`src/rtl/cpu_pkg.sv`:
```
// Shared datapath constants and the byte type used by the operand-select muxes.
package cpu_pkg;
  localparam int WIDTH = 8;
  localparam int SEL_W = 4;

  typedef logic [WIDTH-1:0] data_t;
endpackage

```
`src/rtl/mux_4x8.sv`:
```
// 4:1 byte selector, the leaf of the 16:1 select tree.
module mux_4x8
  import cpu_pkg::*;
(
  input  data_t      d0,
  input  data_t      d1,
  input  data_t      d2,
  input  data_t      d3,
  input  logic [1:0] sel,
  output data_t      y
);

  // Ternary form lets an unknown select bit propagate as X instead of a default.
  assign y = sel[1] ? (sel[0] ? d3 : d2) : (sel[0] ? d1 : d0);

endmodule

```
`src/rtl/mux_16x8.sv`:
```
// 16:1 byte selector with a combinational output and a registered copy.
module mux_16x8
  import cpu_pkg::*;
#(
  parameter int WIDTH  = cpu_pkg::WIDTH,
  parameter int NUM_IN = 16,
  parameter int SEL_W  = cpu_pkg::SEL_W
) (
  input  logic             clk,
  input  logic             rst,
  input  logic [WIDTH-1:0] in0,
  input  logic [WIDTH-1:0] in1,
  input  logic [WIDTH-1:0] in2,
  input  logic [WIDTH-1:0] in3,
  input  logic [WIDTH-1:0] in4,
  input  logic [WIDTH-1:0] in5,
  input  logic [WIDTH-1:0] in6,
  input  logic [WIDTH-1:0] in7,
  input  logic [WIDTH-1:0] in8,
  input  logic [WIDTH-1:0] in9,
  input  logic [WIDTH-1:0] in10,
  input  logic [WIDTH-1:0] in11,
  input  logic [WIDTH-1:0] in12,
  input  logic [WIDTH-1:0] in13,
  input  logic [WIDTH-1:0] in14,
  input  logic [WIDTH-1:0] in15,
  input  logic [SEL_W-1:0] sel,
  output logic [WIDTH-1:0] y,
  output logic [WIDTH-1:0] y_q
);

  data_t            grp   [NUM_IN/4];
  logic [WIDTH-1:0] y_d;

  // First level resolves sel[1:0] within each group of four inputs.
  mux_4x8 u_grp0 (.d0(in0),  .d1(in1),  .d2(in2),  .d3(in3),  .sel(sel[1:0]), .y(grp[0]));
  mux_4x8 u_grp1 (.d0(in4),  .d1(in5),  .d2(in6),  .d3(in7),  .sel(sel[1:0]), .y(grp[1]));
  mux_4x8 u_grp2 (.d0(in8),  .d1(in9),  .d2(in10), .d3(in11), .sel(sel[1:0]), .y(grp[2]));
  mux_4x8 u_grp3 (.d0(in12), .d1(in13), .d2(in14), .d3(in15), .sel(sel[1:0]), .y(grp[3]));

  // Second level picks the group with sel[3:2].
  mux_4x8 u_top (
    .d0 (grp[0]),
    .d1 (grp[1]),
    .d2 (grp[2]),
    .d3 (grp[3]),
    .sel(sel[3:2]),
    .y  (y)
  );

  always_comb begin
    y_d = y;
  end

  always_ff @(posedge clk or posedge rst) begin
    if (rst) begin
      y_q <= '0;
    end else begin
      y_q <= y_d;
    end
  end

endmodule

```
`config.mk`:
```
export PLATFORM = sky130hd
export DESIGN_NAME = mux_16x8
export DESIGN_NICKNAME = d
export VERILOG_FILES = /design/src/rtl/cpu_pkg.sv /design/src/rtl/mux_4x8.sv /design/src/rtl/mux_16x8.sv
export SDC_FILE = /design/constraint.sdc
export NUM_CORES = 1
export LEC_CHECK = 0
export ABC_CLOCK_PERIOD_IN_PS = 1700
export CAP_MARGIN = 40
export CORE_UTILIZATION = 27
export CTS_CLUSTER_DIAMETER = 80
export DETAILED_ROUTE_END_ITERATION = 6
export PLACE_DENSITY_LB_ADDON = 0.25
export SLEW_MARGIN = 40
export SYNTH_ARGS = -nofsm -noshare
export SYNTH_HDL_FRONTEND = slang
export SYNTH_SLANG_ARGS = --single-unit
```
`constraint.sdc`:
```
create_clock -name clk -period 1.7 [get_ports clk]
set_input_delay 0.255 -clock clk [delete_from_list [all_inputs] [get_ports clk]]
set_output_delay 0.255 -clock clk [all_outputs]
set_load 0.05 [all_outputs]
```
==> reports/metrics.cfg, run 1 <==
[cells_and_area]
final_area_um2 = 2950
finish.cell_count_without_fillers = 290
n_antenna_cell = 0
max_ffs_per_register = 8
final_layout_size_suffix_gt1_share_pct = 41.2
layout_commonest_cell = sky130_fd_sc_hd__dlygate4sd2_1
largest_register = y_q
syn_to_final_growth_pct = 139
nNetsFinal = 374
utilization_pct = 67.3
reg.largest.list = y_q: 8 flops
most-common-layout-cells = sky130_fd_sc_hd__dlygate4sd2_1 (124), sky130_fd_sc_hd__mux4_2 (32), sky130_fd_sc_hd__buf_4 (17), sky130_fd_sc_hd__a22oi_2 (16)

[logic_synthesis]
synthesis.yosys.warnings = 0
synth_top_area_share_pct = 32.8
yosysSeqAreaShare_pct = 16.2
synthesis.area_per_instance_um2 = 15.7
post_synth_main_area_contributors = sky130_fd_sc_hd__mux4_2 (33%), sky130_fd_sc_hd__mux4_1 (30%), sky130_fd_sc_hd__dfrtp_1 (16%), sky130_fd_sc_hd__a22oi_1 (9.7%), sky130_fd_sc_hd__buf_6 (2.7%)
synth_top_cell_by_area = sky130_fd_sc_hd__mux4_2
mappedNetlistNets = 213
syn-cell-area_um2 = 1240
synthCells = 79
yosys_register_bits = 8
synth_cell_types = 14

[setup_path]
crit_path_start_kind = input port
arrival_ps = 1530
element_type_at_the_critical_path_end = output pin
setup.worst_path.class = in2out
critical_path.startpoint = in14[6]
worst_ep_required_time_ps = 1440
worst-path-max-fanout = 2

[pwr]
switching_share_pct = 37.0
power_per_cell_area_nw_per_um2 = 471
netSwitchingPower_uw = 514
peak_supply_drop_mv = 0.300
sequential_power_share_pct = 16.2
p_clk_share_pct = 16.2
internal_power_uw = 876
power_frac_comb_pct = 67.7
p_leak_nw = 1.37

[grt]
grt.total_usage_pct = 24.2
first_global_vias = 1788
grt_first_pass_wirelength_um = 9270
initial_antenna_violation_count = 0
overflow = 0
pin_count_of_the_biggest_net_entering_global_routing = 17

[floorplanning]
chipHeight_um = 69.7
die-width_um = 69.7
floorplan.die_area_um2 = 4860
initial_standard_cell_utilization_of_the_core_pct = 28.2
core_box_area_um2 = 4380
ios = 150
placement_rows = 24

[clock_tree]
clk_transition_reported_paths_ps = 40
tritoncts.num_buffers = 3
cts_hold_buffers = 0
cts_sinks = 8
tritoncts = yes
clock_tree.root_cell = sky130_fd_sc_hd__clkbuf_8
clk_path_buf_depth = 2
ctsHtreeMaxLevel = 1

[routing]
drt_first_iter_violations = 59
drtPass1Iterations = 4
post_drt_wl_per_cell_um = 20.9
drt-vias-per-instance = 5.28
drc_markers = 0
num_vias = 1530
wirelength_routed_um = 6050
ant_nets = 0

[placement]
buffer_ports.inserted = 149
count_of_placed_standard_cells_including_taps = 274
place_congestion = 0.833
post_dp_hpwl_um = 4460
postPlaceCellArea_um2 = 2750

[timing]
layout_min_cycle_time_ps = 1780
timing_worst_slew_pin_value_ps = 322
slew_headroom_pct = 78.5
final_max_slew_viol_count = 0
tcrit_tclk_final_pct = 105
hold_viol = 0
finalSetupViolations = 9
rsz0062_at_grt = yes
timing.final.ws_setup_ps = -82.6
clock.fmax_mhz = 561

[status]
outcome = finished with violations
violations = setup timing

[run]
cap_viol_max_count = 0

[worst_hold_path]
hold_path.class = in2async

[what timing repair did]
item / CTS / global route
setup buffers: 6 / 3
setup endpoints to repair: 8 / 9
pin swaps: 25 / 12
gates cloned: 3 / 1
resized for setup: 188 / 6
[stage by stage]
stage          hold slack, ps  worst slack (ps)  total power, mW  TNS (ps)
6_report                  298             -82.6             1.39      -426
5_1_grt                   316              -114             1.45      -792
4_1_cts                   289             -70.0             1.37      -434
3_5_place_dp              525              -389             1.08     -3530
3_3_place_gp              509              -383             1.07     -3400
2_1_floorplan            70.7             -23.1            0.653     -99.5
[cell usage after synthesis]
master and count:
sky130_fd_sc_hd__mux4_2 18, sky130_fd_sc_hd__a22oi_1 16, sky130_fd_sc_hd__mux4_1 14, sky130_fd_sc_hd__dfrtp_1 8, sky130_fd_sc_hd__nand2_1 8, sky130_fd_sc_hd__buf_2 3
sky130_fd_sc_hd__buf_6 3, sky130_fd_sc_hd__clkdlybuf4s25_2 3, sky130_fd_sc_hd__and2_1 1, sky130_fd_sc_hd__and2b_1 1, sky130_fd_sc_hd__buf_4 1, sky130_fd_sc_hd__inv_1 1
sky130_fd_sc_hd__nor2_1 1, sky130_fd_sc_hd__nor2b_1 1
[power groups by stage]
stage / clock network, mW / registers, mW / logic [mW]
finish: 0.225 / 0.225 / 0.941
global placement: 0 / 0.226 / 0.844
global route: 0.242 / 0.227 / 0.981
floorplan: 0 / 0.321 / 0.331
CTS: 0.229 / 0.224 / 0.916
detailed placement: 0 / 0.227 / 0.856
[area by class of cell]
class,count,area [um2]
Tap cell,52,65.1
Clock buffer,3,41.3
Inverter,1,3.75
Sequential cell,8,200
Fill cell,368,1430
Multi-Input combinational cell,60,1010
Timing Repair Buffer,166,1630
[worst paths after layout]
kind	end	slack [ps]
min in group clk	y_q[4]$_DFF_PP0_	640
worst min-delay path	y_q[7]$_DFF_PP0_	300
max in group asynchronous	y_q[4]$_DFF_PP0_	1160
worst max-delay path	y[6]	-80
[routing by layer]
| metal | vias up | track usage, % | share of wire [%] |
|---|---|---|---|
| li1 | 675 | - | - |
| met1 | 771 | 29.3 | 39 |
| met2 | 76 | 45.3 | 55 |
| met3 | 8 | 4.65 | 5.7 |
| met4 | 0 | 3.78 | 0.88 |
| met5 | - | 0 | 0 |
[critical path, cell delays in order]
cell	delay (ps)
sky130_fd_sc_hd__clkdlybuf4s50_1	390
sky130_fd_sc_hd__mux4_2	470
sky130_fd_sc_hd__a22oi_2	160
sky130_fd_sc_hd__nand2_2	90
sky130_fd_sc_hd__buf_8	160
[cell families (layout without fill, tap and decap cells)]
group,count (synthesis),after routing,synth area share [%]
multiplexers,32,32,62.5
AO/OA/AOI/OAI,16,16,9.71
AND/OR/NAND/NOR,12,12,4.35
buffers and inverters,11,170,7.28
flip-flops,8,8,16.2
No activity file was read; power rests on OpenSTA's default activity.
==> inputs of run 2 (changes only) <==
--- a/config.mk
+++ b/config.mk
@@ -5,8 +5,6 @@
 export SDC_FILE = /design/constraint.sdc
 export NUM_CORES = 1
 export LEC_CHECK = 0
-export ABC_CLOCK_PERIOD_IN_PS = 1700
-export CAP_MARGIN = 40
 export CORE_UTILIZATION = 27
 export CTS_CLUSTER_DIAMETER = 80
 export DETAILED_ROUTE_END_ITERATION = 6
==> results of run 2 <==
The final DEF is identical to that of run 1; final timing and power are the same.
==> inputs of run 3 (changes only) <==
--- a/config.mk
+++ b/config.mk
@@ -5,6 +5,7 @@
 export SDC_FILE = /design/constraint.sdc
 export NUM_CORES = 1
 export LEC_CHECK = 0
+export ABC_AREA = 0
 export CORE_UTILIZATION = 27
 export CTS_CLUSTER_DIAMETER = 80
 export DETAILED_ROUTE_END_ITERATION = 6
==> results of run 3 <==
The final DEF is identical to that of run 1; final timing and power are the same.
